### config.mk
export PLATFORM = sky130hd
export DESIGN_NAME = posit_pd_decode_pipe
export DESIGN_NICKNAME = d
export VERILOG_FILES = /design/src/rtl/posit_pd_decode_pipe.sv
export SDC_FILE = /design/constraint.sdc
export NUM_CORES = 1
export LEC_CHECK = 0
export ABC_AREA = 1
export CORE_UTILIZATION = 25
export CTS_CLUSTER_SIZE = 8
export DETAILED_ROUTE_END_ITERATION = 10
export HOLD_SLACK_MARGIN = 0.12
export PLACE_DENSITY = 0.44
export SETUP_SLACK_MARGIN = 0.15
export SYNTH_ARGS = -nofsm -noshare
export SYNTH_HDL_FRONTEND = slang
export SYNTH_SLANG_ARGS = --single-unit
### constraint.sdc
create_clock -name clk -period 16.5 [get_ports clk]
set_clock_uncertainty 0.2 [all_clocks]
set_input_delay 1.65 -clock clk [delete_from_list [all_inputs] [get_ports clk]]
set_output_delay 1.65 -clock clk [all_outputs]
set_load 0.01 [all_outputs]
### src/rtl/posit_pd_decode_pipe.sv
// Multi-lane pipelined posit decoder. Each lane turns a packed posit word into
// {scale, fraction, sign, zero, nar}; guard/round/sticky are always zero since
// decoding is exact. A saturating counter tallies NaR lanes seen at the output.
//
// Handshake: a beat moves on a rising edge when valid and ready are both high
// in the cycle before it. in_valid/in_data must hold until in_ready is seen;
// out_* hold stable while out_valid=1 and out_ready=0. in_ready may depend
// combinationally on out_ready.
module posit_pd_decode_pipe #(
  parameter int POSIT_WIDTH = 16,
  parameter int POSIT_ES    = 1,
  parameter int LANES       = 4,
  parameter int STAGES      = 2,
  localparam int SW = $clog2(POSIT_WIDTH) + POSIT_ES + 1,
  localparam int FW = POSIT_WIDTH - POSIT_ES - 3
) (
  input  logic                     clk,
  input  logic                     rst,
  input  logic                     in_valid,
  output logic                     in_ready,
  input  logic [LANES*POSIT_WIDTH-1:0] in_data,
  output logic                     out_valid,
  input  logic                     out_ready,
  output logic [LANES*SW-1:0]      out_scale,
  output logic [LANES*FW-1:0]      out_fraction,
  output logic [LANES-1:0]         out_sign,
  output logic [LANES-1:0]         out_zero,
  output logic [LANES-1:0]         out_nar,
  output logic [3*LANES-1:0]       out_grs,
  output logic [15:0]              nar_count
);

  localparam int N  = POSIT_WIDTH;
  // Bits left after the shortest possible regime (one bit plus terminator).
  localparam int RW = N - 3;
  // Per-lane payload: {scale, fraction, sign, zero, nar}.
  localparam int LW = SW + FW + 3;
  localparam int PW = LANES * LW;

  function automatic logic [LW-1:0] decode_lane(input logic [N-1:0] w);
    logic [N-2:0]    body;
    logic [RW-1:0]   rest;
    logic            lead;
    logic            run_on;
    int              m;
    int              r;
    int              e;
    logic [SW-1:0]   sc;
    // Negative posits are decoded from the magnitude (two's complement).
    body   = w[N-1] ? (~w[N-2:0] + {{(N-2){1'b0}}, 1'b1}) : w[N-2:0];
    lead   = body[N-2];
    m      = 0;
    run_on = 1'b1;
    for (int k = N - 2; k >= 0; k--) begin
      if (run_on && (body[k] == lead)) m = m + 1;
      else run_on = 1'b0;
    end
    r = lead ? (m - 1) : -m;
    // Drop regime and terminator; the two low bits of the shifted body are
    // always zero because at least two bits were shifted out.
    rest = RW'((body << (m + 1)) >> 2);
    e    = 0;
    for (int k = 0; k < POSIT_ES; k++) begin
      e = (e << 1) | int'(rest[RW-1-k]);
    end
    sc = SW'(r * (1 << POSIT_ES) + e);
    decode_lane = {sc, rest[FW-1:0], w[N-1], 1'b0, 1'b0};
    if (w == '0) decode_lane = {{(LW-2){1'b0}}, 2'b10};
    if (w == {1'b1, {(N-1){1'b0}}}) decode_lane = {{(LW-3){1'b0}}, 3'b101};
  endfunction

  logic [PW-1:0]     w_dec;
  logic [STAGES-1:0] w_load;
  logic [STAGES-1:0] r_vld;
  logic [PW-1:0]     r_data [STAGES];
  logic [15:0]       r_nar_count;
  logic [15:0]       w_nar_pop;
  logic [16:0]       w_nar_sum;

  // Full combinational decode of all lanes ahead of stage 0.
  always_comb begin
    w_dec = '0;
    for (int l = 0; l < LANES; l++) begin
      w_dec[l*LW +: LW] = decode_lane(in_data[l*N +: N]);
    end
  end

  // A stage loads when it or any later stage is empty, or the output drains.
  always_comb begin
    w_load = '0;
    for (int k = 0; k < STAGES; k++) begin
      w_load[k] = out_ready;
      for (int j = 0; j < STAGES; j++) begin
        if ((j >= k) && !r_vld[j]) w_load[k] = 1'b1;
      end
    end
  end

  // Pipeline valid and data registers; bubbles collapse as stages load.
  always_ff @(posedge clk) begin
    if (rst) begin
      for (int k = 0; k < STAGES; k++) begin
        r_vld[k]  <= 1'b0;
        r_data[k] <= '0;
      end
    end else begin
      if (w_load[0]) begin
        r_vld[0]  <= in_valid;
        r_data[0] <= w_dec;
      end
      for (int k = 1; k < STAGES; k++) begin
        if (w_load[k]) begin
          r_vld[k]  <= r_vld[k-1];
          r_data[k] <= r_data[k-1];
        end
      end
    end
  end

  assign in_ready  = w_load[0];
  assign out_valid = r_vld[STAGES-1];
  assign out_grs   = '0;

  for (genvar l = 0; l < LANES; l++) begin : g_lane
    assign out_scale[l*SW +: SW]    = r_data[STAGES-1][l*LW + FW + 3 +: SW];
    assign out_fraction[l*FW +: FW] = r_data[STAGES-1][l*LW + 3 +: FW];
    assign out_sign[l]              = r_data[STAGES-1][l*LW + 2];
    assign out_zero[l]              = r_data[STAGES-1][l*LW + 1];
    assign out_nar[l]               = r_data[STAGES-1][l*LW];
  end

  // Number of NaR lanes in the beat currently at the output.
  always_comb begin
    w_nar_pop = '0;
    for (int l = 0; l < LANES; l++) begin
      w_nar_pop = w_nar_pop + {15'd0, out_nar[l]};
    end
  end

  assign w_nar_sum = {1'b0, r_nar_count} + {1'b0, w_nar_pop};

  // Saturating NaR counter, advanced on each output handshake.
  always_ff @(posedge clk) begin
    if (rst) begin
      r_nar_count <= '0;
    end else if (out_valid && out_ready) begin
      r_nar_count <= w_nar_sum[16] ? 16'hFFFF : w_nar_sum[15:0];
    end
  end

  assign nar_count = r_nar_count;

endmodule
# [Word-level counts from Yosys, hierarchy flattened]
# Memories as Yosys holds them, arrays and structs flattened.
# Cells that the tools add are included.
[word_totals] regBits=18 wordCells=345 ramBits=168 output_inout_bits=114 n_memories=1 input_bits=68
[mem_list] memory="r_data" words=2 width=84 rd=2 rd_clocked_by_memory_dff=0 write_ports=2 line="75" rtl="logic [PW-1:0] r_data [STAGES];"
[op_classes] reduce_logical=57 shift=4 eq_ne=60 bitwise_logic=6 muxes=138 add_sub_neg=76
[ops] operator="$add 32x2->32 const B" n=55
[ops] operator="$mux 32" n=52
[ops] operator="$mux 21" n=8
[ops] operator="$mux 84" n=2
[ops] operator="$shl 15x32->15" n=4
[ops] operator="$eq 16x16->1 const B" n=4
[ops] operator="$logic_not 16->1" n=4
[ops] operator="$mux 1" n=63
[ops] operator="$add 15x1->15 const B" n=4
[ops] operator="$mux 15" n=4
[ops] operator="$not 15->15" n=4
[ops] operator="$eq 1x1->1" n=56
[ops] operator="$logic_and 1x1->1" n=53
[ops] operator="$add 6x2->6" n=4
[ops] operator="$mux 5" n=4
[ops] operator="$neg 5->5" n=4
[ops] operator="$sub 5x2->5 const B" n=4
[ops] operator="$add 16x4->17" n=1
[ops] operator="$mux 16" n=1
[ops] operator="$mux 2" n=4
[ops] operator="$add 3x1->4" n=1
[ops] operator="$add 2x1->3" n=1
[ops] operator="$add 2x1->3 const B" n=1
[ops] operator="$add 1x1->2" n=1
[ops] operator="$or 1x1->1" n=2

# [Depth between registers and ports, before layout]
[depth] ltp_word=37 mapped_depth=69 mapped_depth_nobuf=67

# [Worst setup path after synthesis]
# No wires, ideal clock.
[synth_timing] kind="input to register" from="input port in_data[33]" to="memory r_data[0][54] (netlist name), data pin" setup_ns=0.249 path_buffers=1 setup_slack_ns=6.557 t_required_ns=16.051 cell_stages=61 t_arrival_ns=9.494 cell_sequence="inv_1 ha_1 inv_1 nor2_1 nand3_2 o21ai_2 nand3_1 nand2_2 inv_2 nand2_2 nand2_1 nor2_4 nand2_1 o21ai_0 nand2_1 ha_1 nand4_1 inv_1 [... 25 more ...] nand2_1 nand2_1 inv_1 ha_1 nand2_1 nand2_1 ha_1 or2_2 nand2_1 inv_1 ha_1 clkinv_1 clkbuf_1 nand3_1 nand3_1 nand2_1 nand2_1 inv_1"
[synth_rtl] item="from (decl)" line="21" rtl="input logic [LANES*POSIT_WIDTH-1:0] in_data,"
[synth_rtl] item="to (decl)" line="75"

==> impl_metrics.tcl <==
set metrics [dict create \
    rsz0062_at_grt "false" \
    post-route-min-period_ps 11780 \
    postSynthCellCount 2690 \
    cp_data_required_time_ps 16650 \
    drive_gt1_frac 0.0794 \
    timing.max_cap.violations 0 \
    syn_area_mm2 0.0178 \
    crit_slowest_cell "xor2_1" \
    die_w_um 269 \
    setup_viol 0 \
    relSlewSlack 0.337 \
    place.port_buffers 169 \
    setup.worst_path.end_class "register" \
    clockRootBuffer "clkbuf_16" \
    synth_edf_count 168 \
    p_switching_mw 0.767 \
    grt_usage 0.141 \
    ys.flop_type "edfxtp_1" \
    fin_nets 2856 \
    grt_pass1_vias 15800 \
    fin_crit_sh 0.714 \
    async_flop_share 0 \
    power_frac_comb 0.438 \
    final_area_mm2 0.0202 \
    cts_hold_buf 0 \
    fin_total_pwr_mw 1.89 \
    cts.clk_slew.worst_paths_ps 80 \
    ys_warn_count 0 \
    swShare 0.405 \
    dpl_cell_area_mm2 0.0197 \
    routed_wl_mm 50.1 \
    pwr-share-seq 0.348 \
    area_delta_synth_final_pct 13.9 \
    cp_common_cell "nand2_1" \
    avgSynthCellArea_um2 6.60 \
    ir_worst_vdd_uv 59.7 \
    synth_cell_types 53 \
    rrSetupSlack_ps 12990 \
    fin_setup_tns_ps 0 \
    coreArea_mm2 0.0701 \
    ios 182 \
    cts_max_level 4 \
    drc 0 \
    hold_viol 0 \
    start_util 0.253 \
    vias 16500 \
    path_class "in2reg" \
    vias_per_cell 4.47 \
    finalWorstSetupSlack_ps 4720 \
    final_util 0.288 \
    die_area_mm2 0.0721 \
    crit_path_max_incr_delay_ps 790 \
    fp.dieH_um 269 \
    cts_max_path_buffers 2 \
    p_leak_nw 9.76 \
    p_int_mw 1.13 \
    cts_resized 0 \
    cts.sinks 186 \
    dp_hpwl_mm 39.5 \
    antenna_left 0 \
    dpl_worst_slack_ps 4290 \
    grt_pass1_wl_mm 81.4 \
    post_drt_wl_per_cell_um 13.6 \
    cts_buffers 17 \
    antenna_cells 0 \
    grt_max_degree 65 \
    finalMaxSlewViolations 0 \
    cp-start-kind "input pin" \
    fp-row-count 97 \
    yosysSeqAreaShare 0.304 \
    drtPass1Iterations 6 \
    cts_setup_buffers 0 \
    insertion_delay_ps 480 \
    drt_iter0_markers 1034 \
    timing.fmax_mhz 84.9 \
    routabilityCongestion 0.858 \
    hold_class "reg2reg" \
    ys_seq_elements 186 \
    cp.arrival_ps 11930 \
    clkPwrFrac 0.214 \
    status "complete, no violations" \
    tightest_slew_ps 991 \
    cts_tree "yes" \
    cp_max_fo 22 \
    overflow 0 \
    cellPowerDensity_mw_per_mm2 93.6 \
    antenna_found_initial 0 \
]
final timing paths:
kind / depth (start not counted) / end / from
max: 62 / r_data[0][54] / in_data[32]
min: 2 / r_vld[1] / r_vld[0]
max reg2reg: 13 / nar_count[14] / r_data[0][84]
min reg2reg: 2 / r_vld[1] / r_vld[0]
placed cells by master, fill, tap and decap left out, types with 47 or more instances in the layout:
cell             count
clkdlybuf4s50_1    169
inv_1              411
ha_1                53
o21ai_0             74
nand2_1            704
nand3_1            362
edfxtp_1           168
nor2_1             267
a21oi_1             55
nand4_1             85
nand2_2             47
logic make-up after synthesis:
kind of cell               Yosys count  synth area share
buffers and inverters              607             0.154
xor gates and xnor gates            64            0.0320
other                                1          0.000211
AOI/OAI and AO/OA                  164            0.0499
and+or+nand+nor                   1612             0.419
DFF                                186             0.304
adders and majority gates           56            0.0407
flip-flops by register name, indices dropped and copies added (netlist names):
signal	count
r_vld	2
r_data	168
nar_count	16
critical path, delay by kind of cell:
family / cells / cell delay [ps]
compound gates: 2 / 300
fa+ha+maj: 12 / 3020
simple gates: 33 / 4440
buf+inv: 14 / 1700
xor+xnor: 1 / 790
metrics by stage:
| step | instances | hold slack (ps) |
|---|---|---|
| floorplan | 2701 | 247 |
| global placement | 3653 | 265 |
| detailed placement | 3653 | 277 |
| CTS | 3685 | 289 |
| global route | 3685 | 307 |
| finish | 3685 | 283 |
final cells by class:
type                            instances  area, µm²
Inverter                              444       1670
Multi-Input combinational cell       1908       9680
Sequential cell                       186       5410
Clock buffer                           20        454
Timing Repair Buffer                  175       1740
Fill cell                            7772      49900
Clock inverter                         12        108
Tap cell                              940       1180
layer usage:
layer  part of all wire  track usage
met5                  0            0
met4              0.017       0.0415
met3              0.044       0.0256
met2               0.45        0.229
met1               0.49        0.189
Yosys cell counts (7+ instances only):
master / instances / area (µm²)
nor3_1: 22 / 110
nor2_2: 20 / 125
nand3_2: 21 / 210
clkinv_1: 7 / 26.3
nand3b_1: 14 / 105
nor2_1: 267 / 1000
inv_2: 26 / 97.6
o21ai_1: 10 / 50.1
xnor2_1: 17 / 149
ha_1: 53 / 663
xor2_1: 46 / 403
nand3_1: 362 / 1810
inv_1: 411 / 1540
buf_2: 14 / 70.1
nand2_2: 47 / 294
buf_4: 105 / 788
nor2_4: 14 / 158
or2_2: 28 / 175
edfxtp_1: 168 / 5040
dfxtp_1: 18 / 360
nand2_4: 7 / 78.8
nand4_1: 85 / 532
a21oi_1: 55 / 275
clkbuf_1: 33 / 124
o21ai_0: 75 / 375
nand2_1: 707 / 2650
power groups by stage:
stage | Sequential [mW] | Clock [mW] | Combinational [mW]
after global routing | 0.671 | 0.438 | 0.949
after global placement | 0.674 | 0 | 0.827
after detailed placement | 0.675 | 0 | 0.829
after floorplan | 0.656 | 0 | 0.632
after CTS | 0.664 | 0.424 | 0.834
final | 0.660 | 0.405 | 0.829
Power figures use the tool's default switching activity.
